**src/rtl/canny_stage_sequencer_if.sv**
```systemverilog
// canny_stage_sequencer_if
//   Control bundle between the Canny frame sequencer and its host/pipeline.
//   Signals:
//     start_en      host -> seq  frame start request (sampled only while idle)
//     stall         host -> seq  freeze slot counter, mask stage enables
//     abort         host -> seq  terminate the running frame
//     pop_buffer_en seq -> pipe  buffer block pop
//     shift_en      seq -> pipe  shifter advance
//     hold_en       seq -> pipe  hold block capture
//     mult_en       seq -> pipe  multiplier start
//     mag_dir_en    seq -> pipe  magnitude/direction start
//     out_en        seq -> pipe  output block enable
//     get_next      seq -> pipe  next-frame SRAM prefetch request
//     busy          seq -> host  high while a frame is running
//     frame_done    seq -> host  one-cycle pulse at frame end or abort
//     slot_cnt      seq -> host  current slot count
//     state_dbg     seq -> host  raw FSM state for observation
//
//   Handshake: start_en is a level request taken on the first rising edge at
//   which the sequencer is idle; busy acknowledges it on the following cycle
//   and stays high for the whole frame. frame_done is a single-cycle pulse
//   that always coincides with busy falling; a new start_en is only honoured
//   from the cycle after that pulse.
interface canny_stage_sequencer_if #(
  parameter int CNT_W = 24
);
  logic             start_en;
  logic             stall;
  logic             abort;
  logic             pop_buffer_en;
  logic             shift_en;
  logic             hold_en;
  logic             mult_en;
  logic             mag_dir_en;
  logic             out_en;
  logic             get_next;
  logic             busy;
  logic             frame_done;
  logic [CNT_W-1:0] slot_cnt;
  logic [1:0]       state_dbg;

  modport master (
    output start_en, stall, abort,
    input  pop_buffer_en, shift_en, hold_en, mult_en, mag_dir_en, out_en,
           get_next, busy, frame_done, slot_cnt, state_dbg
  );

  modport slave (
    input  start_en, stall, abort,
    output pop_buffer_en, shift_en, hold_en, mult_en, mag_dir_en, out_en,
           get_next, busy, frame_done, slot_cnt, state_dbg
  );
endinterface

```
**src/rtl/canny_stage_sequencer.sv**
```systemverilog
// canny_stage_sequencer
//   Frame sequencer for the Canny pipeline. Counts pixel-word slots across a
//   frame (optionally skipping every other line) and raises each stage enable
//   one cycle after the slot counter sits inside that stage's window.
//   Ports:
//     clk    rising-edge clock
//     reset  synchronous, active-high reset
//     bus    canny_stage_sequencer_if.slave (start/stall/abort in; stage
//            enables, get_next, busy, frame_done, slot_cnt, state_dbg out)
module canny_stage_sequencer #(
  parameter int CNT_W      = 24,
  parameter int LINE_BITS  = 8,
  parameter int SKIP_ALT   = 1,
  parameter int T_POP      = 2,
  parameter int T_SHIFT_A  = 4,
  parameter int T_SHIFT_B  = 13,
  parameter int T_MULT     = 14,
  parameter int T_MAGDIR   = 15,
  parameter int T_OUT      = 18,
  parameter int T_PREFETCH = 2200575,
  parameter int T_END      = 2621400
) (
  input logic clk,
  input logic reset,
  canny_stage_sequencer_if.slave bus
);

  typedef enum logic [1:0] {
    IDLE = 2'd0,
    RUN  = 2'd1,
    DONE = 2'd2
  } state_t;

  typedef struct packed {
    logic pop;
    logic shift;
    logic hold;
    logic mult;
    logic magDir;
    logic out;
    logic getNext;
  } stageEn_t;

  // Arithmetic is done one bit wider than the counter so the carry out of the
  // increment is visible and ends the frame instead of silently wrapping.
  localparam logic [CNT_W:0] ONE_STEP  = (CNT_W+1)'(1);
  localparam logic [CNT_W:0] SKIP_STEP = (CNT_W+1)'((1 << LINE_BITS) + 1);
  localparam logic [CNT_W:0] END_X     = (CNT_W+1)'(T_END);

  state_t           state;
  logic [CNT_W-1:0] slotCnt;
  logic             busyReg;
  logic             frameDoneReg;
  stageEn_t         enReg;

  logic [CNT_W:0]   cntX;
  logic             lineEnd;
  logic [CNT_W:0]   step;
  logic [CNT_W:0]   nextSum;
  logic             frameEnd;
  stageEn_t         enHit;

  // Half-open window test [lo, lo+len) on the widened count.
  function automatic logic inWin(input logic [CNT_W:0] c, input int lo, input int len);
    return (c >= (CNT_W+1)'(lo)) && (c < (CNT_W+1)'(lo + len));
  endfunction

  always_comb begin
    cntX     = {1'b0, slotCnt};
    lineEnd  = &slotCnt[LINE_BITS-1:0];
    // At a line end the jump of 2^LINE_BITS+1 lands on the first slot of the
    // line after next, so every other line is skipped.
    step     = ((SKIP_ALT != 0) && lineEnd) ? SKIP_STEP : ONE_STEP;
    nextSum  = cntX + step;
    frameEnd = nextSum[CNT_W] || (nextSum >= END_X);

    enHit         = '0;
    enHit.pop     = inWin(cntX, T_POP, 2);
    enHit.shift   = inWin(cntX, T_SHIFT_A, 2) || inWin(cntX, T_SHIFT_B, 1);
    enHit.hold    = inWin(cntX, T_SHIFT_B, 1);
    enHit.mult    = inWin(cntX, T_MULT, 2);
    enHit.magDir  = inWin(cntX, T_MAGDIR, 2);
    enHit.out     = inWin(cntX, T_OUT, 4);
    enHit.getNext = inWin(cntX, T_PREFETCH, 2);
  end

  always_ff @(posedge clk) begin
    if (reset) begin
      state        <= IDLE;
      slotCnt      <= '0;
      busyReg      <= 1'b0;
      frameDoneReg <= 1'b0;
      enReg        <= '0;
    end else begin
      // Enables and frame_done are pulses; only the RUN advance path sets them.
      enReg        <= '0;
      frameDoneReg <= 1'b0;
      case (state)
        IDLE: begin
          busyReg <= 1'b0;
          if (bus.start_en) begin
            state   <= RUN;
            slotCnt <= '0;
            busyReg <= 1'b1;
          end
        end
        RUN: begin
          if (bus.abort) begin
            // Abort takes priority over stall.
            state        <= DONE;
            slotCnt      <= '0;
            busyReg      <= 1'b0;
            frameDoneReg <= 1'b1;
          end else if (bus.stall) begin
            // Counter frozen; enables stay cleared by the default above.
            slotCnt <= slotCnt;
          end else if (frameEnd) begin
            state        <= DONE;
            slotCnt      <= '0;
            busyReg      <= 1'b0;
            frameDoneReg <= 1'b1;
          end else begin
            slotCnt <= nextSum[CNT_W-1:0];
            enReg   <= enHit;
          end
        end
        DONE: begin
          // start_en is deliberately not looked at here.
          state   <= IDLE;
          busyReg <= 1'b0;
        end
        default: begin
          state   <= IDLE;
          busyReg <= 1'b0;
        end
      endcase
    end
  end

  assign bus.pop_buffer_en = enReg.pop;
  assign bus.shift_en      = enReg.shift;
  assign bus.hold_en       = enReg.hold;
  assign bus.mult_en       = enReg.mult;
  assign bus.mag_dir_en    = enReg.magDir;
  assign bus.out_en        = enReg.out;
  assign bus.get_next      = enReg.getNext;
  assign bus.busy          = busyReg;
  assign bus.frame_done    = frameDoneReg;
  assign bus.slot_cnt      = slotCnt;
  assign bus.state_dbg     = state;

endmodule

```
**src/flat_wrapper.sv**
```systemverilog
// flat-port wrapper written by rule: the top's interface ports become plain ports
module canny_stage_sequencer_flat 
#(
  parameter int CNT_W      = 24,
  parameter int LINE_BITS  = 8,
  parameter int SKIP_ALT   = 1,
  parameter int T_POP      = 2,
  parameter int T_SHIFT_A  = 4,
  parameter int T_SHIFT_B  = 13,
  parameter int T_MULT     = 14,
  parameter int T_MAGDIR   = 15,
  parameter int T_OUT      = 18,
  parameter int T_PREFETCH = 2200575,
  parameter int T_END      = 2621400
)
  (clk, reset, bus_start_en, bus_stall, bus_abort, bus_pop_buffer_en, bus_shift_en, bus_hold_en, bus_mult_en, bus_mag_dir_en, bus_out_en, bus_get_next, bus_busy, bus_frame_done, bus_slot_cnt, bus_state_dbg);
  canny_stage_sequencer_if #(.CNT_W(CNT_W)) bus_i ();
  input logic clk;
  input logic reset;
  input wire logic [$bits(bus_i.start_en)-1:0] bus_start_en;
  input wire logic [$bits(bus_i.stall)-1:0] bus_stall;
  input wire logic [$bits(bus_i.abort)-1:0] bus_abort;
  output wire logic [$bits(bus_i.pop_buffer_en)-1:0] bus_pop_buffer_en;
  output wire logic [$bits(bus_i.shift_en)-1:0] bus_shift_en;
  output wire logic [$bits(bus_i.hold_en)-1:0] bus_hold_en;
  output wire logic [$bits(bus_i.mult_en)-1:0] bus_mult_en;
  output wire logic [$bits(bus_i.mag_dir_en)-1:0] bus_mag_dir_en;
  output wire logic [$bits(bus_i.out_en)-1:0] bus_out_en;
  output wire logic [$bits(bus_i.get_next)-1:0] bus_get_next;
  output wire logic [$bits(bus_i.busy)-1:0] bus_busy;
  output wire logic [$bits(bus_i.frame_done)-1:0] bus_frame_done;
  output wire logic [$bits(bus_i.slot_cnt)-1:0] bus_slot_cnt;
  output wire logic [$bits(bus_i.state_dbg)-1:0] bus_state_dbg;
  assign bus_i.start_en = bus_start_en;
  assign bus_i.stall = bus_stall;
  assign bus_i.abort = bus_abort;
  assign bus_pop_buffer_en = bus_i.pop_buffer_en;
  assign bus_shift_en = bus_i.shift_en;
  assign bus_hold_en = bus_i.hold_en;
  assign bus_mult_en = bus_i.mult_en;
  assign bus_mag_dir_en = bus_i.mag_dir_en;
  assign bus_out_en = bus_i.out_en;
  assign bus_get_next = bus_i.get_next;
  assign bus_busy = bus_i.busy;
  assign bus_frame_done = bus_i.frame_done;
  assign bus_slot_cnt = bus_i.slot_cnt;
  assign bus_state_dbg = bus_i.state_dbg;
  canny_stage_sequencer #(.CNT_W(CNT_W), .LINE_BITS(LINE_BITS), .SKIP_ALT(SKIP_ALT), .T_POP(T_POP), .T_SHIFT_A(T_SHIFT_A), .T_SHIFT_B(T_SHIFT_B), .T_MULT(T_MULT), .T_MAGDIR(T_MAGDIR), .T_OUT(T_OUT), .T_PREFETCH(T_PREFETCH), .T_END(T_END)) u_core (.clk(clk), .reset(reset), .bus(bus_i));
endmodule
```
**config.mk**
```make
export PLATFORM = sky130hd
export DESIGN_NAME = canny_stage_sequencer_flat
export DESIGN_NICKNAME = d
export VERILOG_FILES = /design/src/rtl/canny_stage_sequencer_if.sv /design/src/rtl/canny_stage_sequencer.sv /design/src/flat_wrapper.sv
export SDC_FILE = /design/constraint.sdc
export NUM_CORES = 1
export LEC_CHECK = 0
export ABC_AREA = 1
export BUFFER_PORTS_ARGS = -buffer_cell sky130_fd_sc_hd__buf_2
export CORE_MARGIN = 3
export CORE_UTILIZATION = 59
export CTS_BUF_LIST = sky130_fd_sc_hd__clkbuf_4 sky130_fd_sc_hd__clkbuf_8
export DETAILED_ROUTE_END_ITERATION = 12
export HOLD_SLACK_MARGIN = 0.1
export PLACE_DENSITY = 0.82
export SKIP_CTS_REPAIR_TIMING = 1
export SYNTH_ARGS = -nofsm -noshare
export SYNTH_HDL_FRONTEND = slang
export SYNTH_SLANG_ARGS = --single-unit
```
**constraint.sdc**
```tcl
create_clock -name clk -period 3.6 [get_ports clk]
set_input_delay 0.54 -clock clk [delete_from_list [all_inputs] [get_ports clk]]
set_output_delay 0.54 -clock clk [all_outputs]
set_load 0.005 [all_outputs]
```
* Yosys cells after proc, flatten, opt, wreduce, memory -nomap -nowiden *
Cells that the tools add are included.
Widths: inputs -> output; s select.

cells by class
  add/sub/neg operators = 1
  multipliers = 0
  divide/modulo/power cells = 0
  order comparisons = 15
  equality and inequality tests = 4
  shift-type cells = 0
  multiplexer cells = 19
  bitwise operators = 1
  reduce and logical (&&, ||, !) cells = 17

operator list
  kind                  number
  $mux 24               4
  $ge 24x4->1 const B   3
  $lt 24x5->1 const B   3
  $lt 24x3->1 const B   2
  $pmux 24 s2           1
  $add 24x25->25        1
  $ge 25x22->1 const B  1
  $ge 24x2->1 const B   1
  $ge 24x22->1 const B  1
  $ge 24x3->1 const B   1
  $ge 24x5->1 const B   1
  $lt 24x22->1 const B  1
  $lt 24x4->1 const B   1
  $mux 9                1
  $mux 2                4
  $reduce_and 8->1      1
  $logic_and 1x1->1     7
  $mux 1                7
  $reduce_and 3->1      2
  $reduce_or 5->1       1
  $pmux 2 s2            1
  $ne 3x2->1 const B    1
  $ne 3x3->1 const B    1
  $eq 2x1->1 const B    1
  8 further kinds       9

storage, ports and cells
  register bits after elaboration = 35
  latch bits = 0
  RAM bits = 0
  memory bits (read-only) = 0
  input bits = 5
  output and inout bits = 35
  memories = 0

* Longest topological paths before layout *
  depth in word-level cells = 9
  depth in mapped cells = 23

* Worst setup path after synthesis *
Ideal clock, no wire load.

  kind = flip-flop to flip-flop
  start = register u_core.slotCnt[1], in the netlist u_core.bus.slot_cnt[1]
  end = register u_core.slotCnt[3], in the netlist u_core.bus.slot_cnt[3]
  setup time = 0.128 ns
  arrival time = 2.632 ns
  data required time = 3.472 ns
  setup slack = 0.841 ns
  cell stages (with the launch flop) = 23
  buffers on the path = 1
  clock period less this slack = 2.759 ns
  path through = dfxtp_1 -> ha_1 -> nand3_2 -> inv_2 -> nand2_1 -> inv_1 -> ha_1 -> nand2_1 -> nor2_2 -> nand3_1 -> nand2_2 -> nand2_1 -> nand2_1 -> nand2_1 -> nor2_1 -> nand2_1 -> nor2_1 -> nand3_2 -> nand4_4 -> buf_6 -> nor2_2 -> nor2_1 -> nor2_1

between the ends
  cells in the longest elaborated chain, start to end = 9

ends and longest elaborated chain
  element                   RTL line                      RTL
  start: declaration        canny_stage_sequencer.sv:51   logic [CNT_W-1:0] slotCnt;
  start signal: assignment  canny_stage_sequencer.sv:116  slotCnt <= slotCnt;
  start signal: assignment  canny_stage_sequencer.sv:123  slotCnt <= nextSum[CNT_W-1:0];
  $reduce_and 8->1          canny_stage_sequencer.sv:70   lineEnd = &slotCnt[LINE_BITS-1:0];
  $mux 9                    canny_stage_sequencer.sv:73   step = ((SKIP_ALT != 0) && lineEnd) ? SKIP_STEP : ONE_STEP;
  $add 24x25->25 *          canny_stage_sequencer.sv:74   nextSum = cntX + step;
  $ge 25x22->1              canny_stage_sequencer.sv:75   frameEnd = nextSum[CNT_W] || (nextSum >= END_X);
  $logic_or 1x1->1          canny_stage_sequencer.sv:75
  $mux 24 *                 canny_stage_sequencer.sv:117  end else if (frameEnd) begin
  $mux 24 *                 canny_stage_sequencer.sv:114  end else if (bus.stall) begin
  $mux 24 *                 canny_stage_sequencer.sv:108  if (bus.abort) begin
  $pmux 24 s2 *             canny_stage_sequencer.sv:98   case (state)

Mark *: on every way between the ends. The rest lies on a longest branch, timed or not. The select of a mux whose other input is x is not followed.
A chain may end at the register's enable or synchronous reset.

* Worst setup path in the final report *
  start = register u_core.slotCnt[0], in the netlist u_core.bus.slot_cnt[0]
  end = register u_core.slotCnt[9], in the netlist u_core.bus.slot_cnt[9]

Same word-level chain as after synthesis.

==> flow_summary_export.csv <==
group,metric,value,unit
power_and_ir_drop,clkPwrFrac,0.441,
synthesis,synth_compound_gate_area_share,0.0402,
global_routing,met2_usage,0.439,
sta,timing.max_slew.rel_slack,0.445,
clock_tree,cts_buffers,5,
floorplan,initial_utilization,0.621,
floorplan,dieWidth,71.4,um
layout,fin_cells,503,
sta,fmax,0.304,GHz
run_status,status,"completed",
worst_setup_path,endpoint,"u_core.bus.slot_cnt[9]$_SDFFE_PP0P_",
power_and_ir_drop,power_density,280,mW/mm^2
power_and_ir_drop,p_sw_frac,0.250,
global_routing,met3_usage,0.0435,
synthesis,yosysWarningCount,0,
floorplan,ios,40,
floorplan,dieArea,0.00509,mm^2
routing,first_pass_iters,5,
power_and_ir_drop,peakVddDrop,0.000213,V
worst_setup_path,worstReg2RegStart,"u_core.bus.slot_cnt[0]$_SDFFE_PP0P_",
routing,first_iter_violations,344,
floorplan,core,0.00406,mm^2
power_and_ir_drop,leakage,0.00120,uW
layout,synthToLayoutAreaGrowth,15.8,%
routing,totalWireLength,7.08,mm
worst_setup_path,critPathKind,"flop to flop",
global_routing,grt_pass1_wl,10.9,mm
global_routing,use_met1,0.362,
synthesis,synth_most_common_cell,"nor2_1",
global_routing,globalRouteOverflowTotal,0,
synthesis,asyncSetResetFlopFracSynth,0,
clock_tree,clk_pin_slew,0.08,ns
synthesis,synthMuxAreaShare,0,
clock_tree,clockBufferDepth,2,
placed_design,place_congestion,0.952,
worst_setup_path,ff2ff_path_depth,21,
worst_setup_path,crit_chain,"ha_1 -> nand3_2 -> inv_2 -> nand2_1 -> inv_1 -> ha_1 -> nand2_1 -> nor2_2 -> nand2_1 -> nor2_1 -> nand2_1 -> nand3_1 -> nand2_1 -> nor2_4 -> nand2_1 -> nor2_1 -> nand3_4 -> nand4_2 -> nor2_2 -> nor2_1 -> nor2_1",
worst_setup_path,ff2ff_setup_slack,0.31,ns
worst_setup_path,worst_ep_arrival_time,3.46,ns
synthesis,ys_types,31,
worst_setup_path,critPathSlowestCell,"dfxtp_1",
power_and_ir_drop,p_comb_frac,0.078,
sta,tightest_slew,0.829,ns
worst_setup_path,crit_family,"simple AND/OR/NAND/NOR gates",
worst_setup_path,cpMostUsedCell,"nand2_1",
clock_tree,cts.sink_count,35,
sta,finalMaxSlewViolations,0,
routing,wl_per_cell,14.1,um
layout,drive_gt1_frac,0.241,
sta,fin_ws,0.307,ns
placed_design,portBuffers,39,
synthesis,synth_seq_area_share,0.278,
sta,final.setup_skew,0.0101,ns
synthesis,synth_area_leaders,"dfxtp_1, nor2_1, nand2_1",
placed_design,dp_slack,0.318,ns
synthesis,ys_ff_latch,35,
global_routing,grt-busiest-layer,"met2",
global_routing,grt_pass1_vias,2364,
worst_setup_path,setup.worst_path.start,"u_core.bus.slot_cnt[0]$_SDFFE_PP0P_",
sta,setup_viol,0,
synthesis,yosys.area.top_type,"dfxtp_1",
worst_setup_path,reg2reg_to,"u_core.bus.slot_cnt[9]$_SDFFE_PP0P_",
synthesis,synth.avg_cell_area,6.15,um^2
synthesis,synth_fp_nets,420,
synthesis,synth_edf_count,0,
layout,antennaDiodeCount,0,
power_and_ir_drop,p_int,614,uW
sta,timing.final.crit_share,0.915,
layout,nets,462,
floorplan,rows,23,
routing,drcViolationCount,0,
worst_setup_path,worstPathRequired,3.77,ns
power_and_ir_drop,p_sw,205,uW
worst_setup_path,path_buf_inv,2,
worst_setup_path,critical_path.max_fanout,6,
placed_design,place_inst,492,
synthesis,synth_area,0.00252,mm^2
global_routing,grt_start_max_net_pins,28,
synthesis,synth_top_family_by_area,"simple AND/OR/NAND/NOR gates",
synthesis,synthTopCellsByCount,"nor2_1, nand2_1, inv_1",
synthesis,synth_ff_type,"dfxtp_1",
power_and_ir_drop,power_frac_seq,0.481,
global_routing,groute.usage.overall,0.268,
synthesis,synth-simple-area-share,0.513,
worst_setup_path,cp.depth,21,
placed_design,dp_hpwl,4.96,mm
routing,vias,2726,
floorplan,die_h,71.4,um
clock_tree,root_buffer,"clkbuf_8",
synthesis,yosysTopAreaCellShare,0.278,
worst_setup_path,slowest_delay,0.36,ns
worst_setup_path,worst_setup_path_end_kind,"flop",
synthesis,yosys.area_share.xor_xnor,0.0348,
clock_tree,htree_levels,2,
synthesis,synthesis.instances,410,
global_routing,antenna_found_initial,0,
sta,hold_viol,0,
clock_tree,clkLatencyLatePin,0.29,ns
sta,timing.final.crit_period,3.29,ns
worst_setup_path,start_kind,"flop",
synthesis,synth-adder-area-share,0.0248,
hold_path,hold_class,"flop to flop",
layout,utilization,0.719,
routing,vias_per_cell,5.42,
routing,antenna_left,0,
run,maxCapViolCount,0,
clock_tree,cts_tree,"built",
==> routing by layer <==
layer / up-vias / part of all wire
met3: 21 / 0.094
li1: 1356 / -
met2: 134 / 0.44
met1: 1215 / 0.44
met4: 0 / 0.028
met5: - / 0
==> tightest hold or removal path, cell delays in order (launching register included) <==
cell and delay (ns):
dfxtp_1 0.34, a21oi_1 0.04, nor2_1 0.10
==> logic make-up after synthesis <==
family,after synthesis
AOI/OAI and AO/OA,14
xor gates and xnor gates,10
adders and majority gates,5
buffers and inverters,67
DFF,35
and+or+nand+nor,279
==> final cells by class <==
class                   instances  area, um^2
inverters                      58         218
well taps                      50        62.6
fillers                       349        1140
repair buffers                 41         210
clock buffers                   5        68.8
flip-flops and latches         35         702
multi-input cells             311        1610
clock inverters                 3        43.8
==> metrics by stage <==
step / area, um^2 / setup TNS (ns) / total power (uW) / hold slack, ns
after CTS: 2850 / 0 / 813 / 0.516
after detailed placement: 2740 / 0 / 457 / 0.505
final: 2920 / 0 / 818 / 0.512
after floorplan: 2520 / 0 / 440 / 0.475
after global routing: 2920 / -0.116 / 850 / 0.548
after global placement: 2740 / 0 / 457 / 0.463
==> power by group through the flow <==
| stage | Sequential [uW] | Clock [uW] | Combinational, uW |
|---|---|---|---|
| 2_1_floorplan | 403 | 0 | 37.0 |
| 3_3_place_gp | 403 | 0 | 54.1 |
| 3_5_place_dp | 403 | 0 | 54.2 |
| 4_1_cts | 394 | 365 | 54.5 |
| 5_1_grt | 395 | 387 | 69.0 |
| 6_report | 394 | 361 | 63.6 |
==> registers in the layout, summed over array words and instances, names as in the netlist <==
register	count
u_core.bus.busy	1
u_core.bus.frame_done	1
u_core.bus.get_next	1
u_core.bus.hold_en	1
u_core.bus.mag_dir_en	1
u_core.bus.mult_en	1
u_core.bus.out_en	1
u_core.bus.pop_buffer_en	1
u_core.bus.shift_en	1
u_core.bus.slot_cnt	24
u_core.bus.state_dbg	2
==> how the worst min path moves through the flow <==
stage / startpoint / to / slack (ns) / cells past startpoint
finish: u_core.bus.busy$_SDFFE_PP0P_ / u_core.bus.busy$_SDFFE_PP0P_ / 0.51 / 2
detailed placement: u_core.bus.busy$_SDFFE_PP0P_ / u_core.bus.busy$_SDFFE_PP0P_ / 0.50 / 2
global placement: u_core.bus.busy$_SDFFE_PP0P_ / u_core.bus.busy$_SDFFE_PP0P_ / 0.46 / 2
global route: u_core.bus.busy$_SDFFE_PP0P_ / u_core.bus.busy$_SDFFE_PP0P_ / 0.55 / 2
CTS: u_core.bus.slot_cnt[22]$_SDFFE_PP0P_ / u_core.bus.slot_cnt[22]$_SDFFE_PP0P_ / 0.52 / 2
floorplan: u_core.bus.busy$_SDFFE_PP0P_ / u_core.bus.busy$_SDFFE_PP0P_ / 0.48 / 2
==> layout by cell type (no fill, tap or decap), drive strengths merged <==
cell type,count
o41ai,1
nand3,30
clkbuf,5
inv,58
nand2,90
and2,1
nor4,6
buf,41
ha,5
clkinv,2
nand3b,3
xor2,9
bufinv,1
nand4,11
a21oi,7
o21ai,4
o211ai,2
nor2,137
xnor2,1
dfxtp,35
nor3,4
(Power assumes the default switching activity.)
